File: src/rtl/sat_integrator.sv
// Two-stage saturating integrator: clamps each error sample to OUT_W bits, then
// accumulates into a saturating OUT_W accumulator with freeze, clear and clamp telemetry.
module sat_integrator #(
  parameter int IN_W  = 16,
  parameter int OUT_W = 10,
  parameter int CNT_W = 8
) (
  input  logic             clk,
  input  logic             rst_n,
  input  logic             in_vld,
  input  logic [IN_W-1:0]  in_data,
  input  logic             signed_mode,
  input  logic             clr,
  input  logic             freeze,
  input  logic             clr_sticky,
  output logic             out_vld,
  output logic [OUT_W-1:0] out_data,
  output logic             sat_hi,
  output logic             sat_lo,
  output logic             sticky_ovf,
  output logic [CNT_W-1:0] sat_cnt
);

  localparam logic [OUT_W-1:0] U_MAX = {OUT_W{1'b1}};
  localparam logic [OUT_W-1:0] S_MAX = {1'b0, {(OUT_W-1){1'b1}}};
  localparam logic [OUT_W-1:0] S_MIN = {1'b1, {(OUT_W-1){1'b0}}};

  // ---------------------------------------------------------------- stage 1
  logic [OUT_W-1:0] c1_data;
  logic             c1_hi, c1_lo;
  logic             ext_all0, ext_all1, upper_any;

  // In signed mode the sample fits when every bit from OUT_W-1 upward equals the sign.
  assign ext_all0  = ~|in_data[IN_W-1:OUT_W-1];
  assign ext_all1  =  &in_data[IN_W-1:OUT_W-1];
  assign upper_any =  |in_data[IN_W-1:OUT_W];

  // NOTE: every output of a combinational block gets a default first, so no path
  // leaves a value unassigned and no latch is inferred.
  always_comb begin
    c1_data = in_data[OUT_W-1:0];
    c1_hi   = 1'b0;
    c1_lo   = 1'b0;
    if (signed_mode) begin
      if (in_data[IN_W-1] && !ext_all1) begin
        c1_data = S_MIN;
        c1_lo   = 1'b1;
      end else if (!in_data[IN_W-1] && !ext_all0) begin
        c1_data = S_MAX;
        c1_hi   = 1'b1;
      end
    end else if (upper_any) begin
      c1_data = U_MAX;
      c1_hi   = 1'b1;
    end
  end

  logic             s1_vld;
  logic [OUT_W-1:0] s1_data;
  logic             s1_signed, s1_hi, s1_lo;

  // NOTE: sequential state uses non-blocking assignments so every register samples
  // pre-edge values regardless of statement order.
  always_ff @(posedge clk) begin
    if (!rst_n) begin
      s1_vld    <= 1'b0;
      s1_data   <= '0;
      s1_signed <= 1'b0;
      s1_hi     <= 1'b0;
      s1_lo     <= 1'b0;
    end else begin
      s1_vld <= in_vld;
      if (in_vld) begin
        s1_data   <= c1_data;
        s1_signed <= signed_mode;
        s1_hi     <= c1_hi;
        s1_lo     <= c1_lo;
      end
    end
  end

  // ---------------------------------------------------------------- stage 2
  logic [OUT_W-1:0] acc;
  logic [OUT_W:0]   ext_acc, ext_s1, sum;
  logic [OUT_W-1:0] c2_data;
  logic             c2_hi, c2_lo;
  logic             hi_nxt, lo_nxt, clamp_evt;

  assign ext_acc = s1_signed ? {acc[OUT_W-1], acc} : {1'b0, acc};
  assign ext_s1  = s1_signed ? {s1_data[OUT_W-1], s1_data} : {1'b0, s1_data};
  assign sum     = ext_acc + ext_s1;

  always_comb begin
    c2_data = sum[OUT_W-1:0];
    c2_hi   = 1'b0;
    c2_lo   = 1'b0;
    if (s1_signed) begin
      if (sum[OUT_W] != sum[OUT_W-1]) begin
        c2_data = sum[OUT_W] ? S_MIN : S_MAX;
        c2_lo   = sum[OUT_W];
        c2_hi   = ~sum[OUT_W];
      end
    end else if (sum[OUT_W]) begin
      c2_data = U_MAX;
      c2_hi   = 1'b1;
    end
  end

  // The accumulator limit wins over the input clamp, so the two flags stay exclusive.
  assign hi_nxt    = c2_hi | (s1_hi & ~c2_lo);
  assign lo_nxt    = c2_lo | (s1_lo & ~c2_hi);
  assign clamp_evt = s1_vld & ~clr & ~freeze & (hi_nxt | lo_nxt);

  always_ff @(posedge clk) begin
    if (!rst_n) begin
      acc     <= '0;
      out_vld <= 1'b0;
      sat_hi  <= 1'b0;
      sat_lo  <= 1'b0;
    end else begin
      out_vld <= s1_vld;
      sat_hi  <= 1'b0;
      sat_lo  <= 1'b0;
      if (clr) begin
        acc <= '0;
      end else if (s1_vld && !freeze) begin
        acc    <= c2_data;
        sat_hi <= hi_nxt;
        sat_lo <= lo_nxt;
      end
    end
  end

  // The accumulator register is the output; freeze and clear act on both at once.
  assign out_data = acc;

  always_ff @(posedge clk) begin
    if (!rst_n) begin
      sat_cnt    <= '0;
      sticky_ovf <= 1'b0;
    end else begin
      if (clamp_evt && (sat_cnt != {CNT_W{1'b1}})) begin
        sat_cnt <= sat_cnt + 1'b1;
      end
      if (clamp_evt) begin
        sticky_ovf <= 1'b1;
      end else if (clr_sticky) begin
        sticky_ovf <= 1'b0;
      end
    end
  end

endmodule

File: config.mk
export PLATFORM = sky130hd
export DESIGN_NAME = sat_integrator
export DESIGN_NICKNAME = d
export VERILOG_FILES = /design/src/rtl/sat_integrator.sv
export SDC_FILE = /design/constraint.sdc
export NUM_CORES = 1
export LEC_CHECK = 0
export BUFFER_PORTS_ARGS = -buffer_cell sky130_fd_sc_hd__buf_4
export CORE_MARGIN = 2
export CORE_UTILIZATION = 30
export DETAILED_ROUTE_END_ITERATION = 8
export SETUP_SLACK_MARGIN = 0.5
export SLEW_MARGIN = 0
export SYNTH_ARGS = -nofsm -noshare
export SYNTH_HDL_FRONTEND = slang
export SYNTH_SLANG_ARGS = --single-unit
File: constraint.sdc
create_clock -name clk -period 7.5 [get_ports clk]
set_clock_uncertainty 0.15 [all_clocks]
set_input_delay 2.25 -clock clk [delete_from_list [all_inputs] [get_ports clk]]
set_output_delay 2.25 -clock clk [all_outputs]
set_load 0.005 [all_outputs]
==> impl_metrics.env, run 1 <==
export IMPL_yosysTopAreaCell="dfxtp_1"
export IMPL_rsz0062_at_grt="false"
export IMPL_ys_flop_type="dfxtp_1"
export IMPL_grt_max_degree=30
export IMPL_avgSynthCellArea_um2=8.288
export IMPL_fin_area_um2=2636
export IMPL_fin_cells=397
export IMPL_worst_slack_ns=3.803
export IMPL_wl_um=4902
export IMPL_synth_compound_area_share_pct=24.81
export IMPL_syn_to_final_growth_pct=23.29
export IMPL_gp_congestion=0.8187
export IMPL_ys_types=46
export IMPL_seq_area_frac_synth_pct=33.70
export IMPL_io_buffers=44
export IMPL_worstReg2RegEnd="sat_cnt[5]"
export IMPL_period_share_pct=49.30
export IMPL_preCtsSetupSlack_ns=3.605
export IMPL_met3_usage_pct=2.985
export IMPL_layout_drive_gt1_share_pct=20.60
export IMPL_fin_tns_setup_ns=0
export IMPL_min_to="out_vld"
export IMPL_timing_fmax_ghz=0.2705
export IMPL_synth_fa_ha_area_share_pct=9.128
export IMPL_holdBufCountCts=0
export IMPL_die_w_um=88.43
export IMPL_postRouteAntennaNets=0
export IMPL_crit_fanout=4
export IMPL_post_synth_top_count_cell="dfxtp_1"
export IMPL_synth_edff_count=0
export IMPL_grt_use_met1_pct=17.93
export IMPL_synth_area_top_cells="dfxtp_1 34%, ha_1 8.2%, o21ai_0 6.8%, nand2_1 6.1%, a21oi_1 5.9%"
export IMPL_synthMuxAreaShare_pct=2.809
export IMPL_grt_first_pass_wirelength_um=8204
export IMPL_leakagePower_nw=1.130
export IMPL_period_minus_slack_ns=3.697
export IMPL_syn_inst=258
export IMPL_die_y_um=88.43
export IMPL_cts_setup_buffers=0
export IMPL_drc=0
export IMPL_cts_resized=0
export IMPL_grt_overflow=0
export IMPL_antenna_found_initial=0
export IMPL_synth_area_um2=2138
export IMPL_yosysWarnings=0
export IMPL_clkSlewWorstSetupHoldPaths_ns=0.07
export IMPL_slew_headroom_pct=52.86
export IMPL_crit_type="reg -> reg"
export IMPL_vias=1914
export IMPL_track_usage_pct=13.21
export IMPL_p_per_area_nw_per_um2=149.8
export IMPL_grt_pass1_vias=1819
export IMPL_cts_tree="yes"
export IMPL_setup_viol=0
export IMPL_placed_area_um2=2559
export IMPL_io_pins=45
export IMPL_vdd_ir_drop_worst_mv=0.06856
export IMPL_synthesis_nets=296
export IMPL_r2r_start="out_data[0]"
export IMPL_clk_latency_ns=0.28
export IMPL_synth_top_area_share_pct=33.70
export IMPL_cts_root_buffer="clkbuf_8"
export IMPL_crit_arrival_ns=3.72
export IMPL_synth_top_family_by_area="compound AO/OA/AOI/OAI gates"
export IMPL_place_inst=390
export IMPL_routedWlPerCell_um=12.35
export IMPL_viasPerCell=4.821
export IMPL_end_kind="flip-flop"
export IMPL_reg2reg_setup_slack_ns=3.80
export IMPL_h_tree_depth=2
export IMPL_dr_pass1_iters=4
export IMPL_hold_start="s1_vld"
export IMPL_rows=30
export IMPL_status="complete, no violations"
export IMPL_post_dp_hpwl_um=3858
export IMPL_antenna_cells=0
export IMPL_ys_seq_elements=36
export IMPL_cap_violations=0
export IMPL_synth_commonest_cells="36 x dfxtp_1, 35 x nand2_1, 29 x o21ai_0, 25 x a21oi_1"
export IMPL_cts_inserted_buffers=5
export IMPL_clkSinkCount=36
export IMPL_hold_depth=1
export IMPL_cp_start_kind="flip-flop"
export IMPL_yosys_area_share_xor_xnor_pct=4.506
export IMPL_final_hold_viol_count=0
export IMPL_synthArstFlopShare_pct=0
export IMPL_synthSimpleGateAreaFrac_pct=22.06
export IMPL_hp_class="reg -> reg"
export IMPL_worst_slew_pin_slew_ns=0.7056
export IMPL_dr_first_iter_drc_count=81
export IMPL_fin_nets=339
export IMPL_crit_required_ns=7.52
export IMPL_core_area_um2=6832
export IMPL_grt_use_met2_pct=20.23
export IMPL_drv_slew=0
export IMPL_die_area_um2=7819
export IMPL_grt_busiest_layer="met2"
export IMPL_clk_path_buf_depth=2
export IMPL_reg2regPathDepth=14
export IMPL_initial_utilization_pct=31.30
-- layout by cell type (no fill, tap or decap), types with 2 or more instances in the layout --
| master | instances |
|---|---|
| inv_1 | 9 |
| dfxtp_1 | 36 |
| buf_4 | 44 |
| ha_1 | 14 |
| o21ai_0 | 29 |
| and2_1 | 6 |
| o21ai_1 | 3 |
| a21oi_4 | 2 |
| nor2_1 | 14 |
| nand2_1 | 35 |
| nand4_1 | 3 |
| or3_1 | 2 |
| a2111oi_2 | 2 |
| nand2b_1 | 6 |
| xor2_1 | 7 |
| a21oi_1 | 25 |
| nand3_1 | 11 |
| clkbuf_8 | 5 |
| xnor2_1 | 4 |
| a211o_1 | 2 |
| nor3_1 | 4 |
| mux2i_1 | 6 |
| and3_4 | 2 |
| nor2b_1 | 6 |
-- layer usage --
| layer | up-vias | routed length [µm] | share of wire [%] |
|---|---|---|---|
| li1 | 999 | - | - |
| met1 | 872 | 2396 | 49 |
| met2 | 35 | 2187 | 45 |
| met4 | 0 | 89 | 1.8 |
| met5 | - | 0 | 0 |
| met3 | 8 | 228 | 4.7 |
-- worst max-delay path: stages, from the launching register on --
cell,delay (ns)
dfxtp_1,0.37
ha_1,0.19
inv_1,0.05
fa_1,0.38
nand2b_1,0.24
a21oi_4,0.26
a211oi_2,0.16
xor2_1,0.25
ha_1,0.23
nor3_1,0.07
a2111oi_2,0.41
o21ai_1,0.20
a2111oi_1,0.36
xor2_1,0.10
and2_1,0.17
-- stage by stage --
step | power (W) | hold slack, ns | utilization, %
after CTS | 0.0003997 | 0.3345 | 38.59
after global placement | 0.0002707 | 0.3181 | 37.45
final | 0.0003948 | 0.3337 | 38.59
after global routing | 0.0004181 | 0.3602 | 38.59
after detailed placement | 0.0002714 | 0.3187 | 37.45
after floorplan | 0.0002485 | 0.2798 | -
-- report_power, final --
part           switching [W]  total [W]  internal (W)
clock              0.0000648   0.000128     0.0000631
combinational      0.0000341  0.0000620     0.0000279
sequential        0.00000656   0.000205      0.000198
total               0.000105   0.000395      0.000289
-- area by class of cell --
type / count / area [µm²]
fillers: 751 / 4195
multi-input cells: 205 / 1354
flip-flops and latches: 36 / 720.7
repair buffers: 44 / 330.3
well taps: 96 / 120.1
clock buffers: 6 / 72.57
inverters: 9 / 33.78
clock inverters: 1 / 5.005
-- logic make-up (layout without fill, tap and decap cells) --
| logic type | count (synthesis) | count (layout) |
|---|---|---|
| buf+inv | 17 | 60 |
| fa+ha+maj | 15 | 15 |
| flops | 36 | 36 |
| xor+xnor | 11 | 11 |
| mux | 6 | 6 |
| compound gates | 79 | 79 |
| simple gates | 94 | 94 |
-- worst max-delay path by stage --
stage,start,endpoint,slack [ns]
final,out_data[0],sat_cnt[5],3.80
after global routing,out_data[0],sat_cnt[5],3.45
after CTS,out_data[0],sat_cnt[5],3.82
after detailed placement,in_data[13],s1_data[1],3.60
after global placement,in_data[13],s1_data[3],3.60
after floorplan,in_data[13],s1_data[0],3.94
Power figures use the tool's default switching activity.
==> run 2, diff against run 1 <==
==> constraint.sdc (replaced) <==
create_clock -name clk -period 2.97 [get_ports clk]
set_clock_uncertainty 0.15 [all_clocks]
set_input_delay 0.891 -clock clk [delete_from_list [all_inputs] [get_ports clk]]
set_output_delay 0.891 -clock clk [all_outputs]
set_load 0.005 [all_outputs]
==> impl_metrics.env, run 2 (synthesis gave the netlist of run 1 again) <==
export IMPL_fin_nets=388
export IMPL_die_area_um2=7819
export IMPL_track_usage_pct=16.41
export IMPL_clk_path_buf_depth=2
export IMPL_antenna_cells=0
export IMPL_antenna_found_initial=0
export IMPL_setup_viol=8
export IMPL_postRouteAntennaNets=0
export IMPL_timing_fmax_ghz=0.3103
export IMPL_status="finished with violations"
export IMPL_drv_slew=0
export IMPL_grt_first_pass_wirelength_um=10090
export IMPL_startpoint="out_data[0]"
export IMPL_hp_class="reg -> reg"
export IMPL_holdBufCountCts=0
export IMPL_viasPerCell=4.928
export IMPL_vias=2203
export IMPL_fin_util_pct=49.82
export IMPL_core_area_um2=6832
export IMPL_worst_slew_pin_slew_ns=0.7226
export IMPL_final_cell_mix="87 x buf_4, 34 x nand2_1, 25 x o21ai_0, 22 x dfxtp_1, 16 x a21oi_1"
export IMPL_leakagePower_nw=1.422
export IMPL_io_buffers=44
export IMPL_grt_pass1_vias=2186
export IMPL_p_per_area_nw_per_um2=357.1
export IMPL_drc=0
export IMPL_cap_violations=0
export IMPL_holdWs_ns=0.3416
export IMPL_violations="negative setup slack"
export IMPL_rows=30
export IMPL_slew_headroom_pct=51.83
export IMPL_die_y_um=88.43
export IMPL_crit_arrival_ns=3.26
export IMPL_initial_utilization_pct=31.30
export IMPL_cts_inserted_buffers=5
export IMPL_preCtsSetupSlack_ns=-0.2660
export IMPL_layout_drive_gt1_share_pct=46.72
export IMPL_die_w_um=88.43
export IMPL_post_dp_hpwl_um=4288
export IMPL_gp_congestion=0.8594
export IMPL_io_pins=45
export IMPL_layout_commonest_cell="buf_4"
export IMPL_clkSlewWorstSetupHoldPaths_ns=0.08
export IMPL_cts_tree="yes"
export IMPL_r2r_start="out_data[0]"
export IMPL_worst_slack_ns=-0.2527
export IMPL_cts_root_buffer="clkbuf_8"
export IMPL_period_share_pct=108.5
export IMPL_period_minus_slack_ns=3.223
export IMPL_wl_um=6048
export IMPL_grt_max_degree=30
export IMPL_dr_first_iter_drc_count=158
export IMPL_crit_type="reg -> reg"
export IMPL_vdd_ir_drop_worst_mv=0.2180
export IMPL_final_hold_viol_count=0
export IMPL_grt_overflow=0
export IMPL_routedWlPerCell_um=13.53
export IMPL_h_tree_depth=2
export IMPL_hold_start="sat_cnt[1]"
export IMPL_fill_cells=660
export IMPL_clk_latency_ns=0.29
export IMPL_end_kind="flip-flop"
export IMPL_cp_start_kind="flip-flop"
export IMPL_rsz0062_at_grt="true"
export IMPL_syn_to_final_growth_pct=59.16
export IMPL_crit_required_ns=3.00
export IMPL_dr_pass1_iters=4
export IMPL_clkSinkCount=36
export IMPL_crit_fanout=6
run 2: cell types whose count changed in the layout (fill, tap and decap cells not counted), moves of 3 or more:
cell	change
o21ai_0	-4
dfxtp_2	+14
a21oi_2	+7
buf_6	+5
ha_4	+11
inv_1	-3
ha_1	-12
buf_4	+43
a21oi_1	-9
dfxtp_1	-14
run 2: routing by layer:
metal / part of all wire, % / GRT usage (%) / routed length (µm) / vias up
met5: 0 / 0 / 0 / -
met4: 1.6 / 5.372 / 95 / 0
met3: 4.4 / 3.545 / 269 / 6
met2: 47 / 26.38 / 2841 / 57
met1: 47 / 21.96 / 2841 / 1039
li1: - / - / - / 1101
run 2: stage by stage:
step                cell area [µm²]  instances  setup TNS, ns  power [W]
floorplan                      2210        258        -0.4691  0.0006368
global placement               2938        431        -0.9796  0.0007275
detailed placement             2938        431         -1.751  0.0007312
CTS                            3292        444         -1.542   0.001206
global route                   3403        447         -2.861   0.001273
finish                         3403        447         -1.544   0.001215
run 2: layout make-up:
cell class | count | area [µm²] | share of cell area [%]
clock buffers | 5 | 68.82 | 2.022
clock inverters | 3 | 42.54 | 1.250
inverters | 9 | 38.79 | 1.140
multi-input cells | 205 | 1665 | 48.93
flip-flops and latches | 36 | 738.2 | 21.69
well taps | 96 | 120.1 | 3.529
repair buffers | 93 | 729.5 | 21.43
run 2: worst paths after layout:
check                           slack (ns)  cells past startpoint          to
worst min register to register        0.34                      2  sat_cnt[1]
worst max register to register       -0.25                     15  sat_cnt[4]
worst min-delay path                  0.34                      2  sat_cnt[1]
worst max-delay path                 -0.25                     15  sat_cnt[4]
run 2: worst max-delay path: stages (launching register included):
cell	delay (ns)
dfxtp_2	0.36
ha_4	0.15
inv_2	0.03
fa_2	0.33
nand2b_4	0.16
a21oi_4	0.18
a211oi_4	0.10
xor2_2	0.26
ha_4	0.17
nor3_2	0.05
a2111oi_4	0.39
o21ai_2	0.16
buf_4	0.17
a21oi_4	0.19
nand4_1	0.14
mux2i_1	0.13
run 2: report_power, final:
part / leakage [nW] / internal, W / switching, W / total (W)
Sequential: 0.299 / 0.000502 / 0.0000190 / 0.000521
Combinational: 1.07 / 0.000124 / 0.000123 / 0.000247
Clock: 0.0541 / 0.000249 / 0.000198 / 0.000447
Total: 1.42 / 0.000876 / 0.000340 / 0.00122
run 2: what timing repair did:
| item | CTS | global route |
|---|---|---|
| setup endpoints to repair | 21 | 21 |
| setup buffers | 5 | 3 |
| resized for setup | 41 | 16 |
| pin swaps | 29 | 6 |
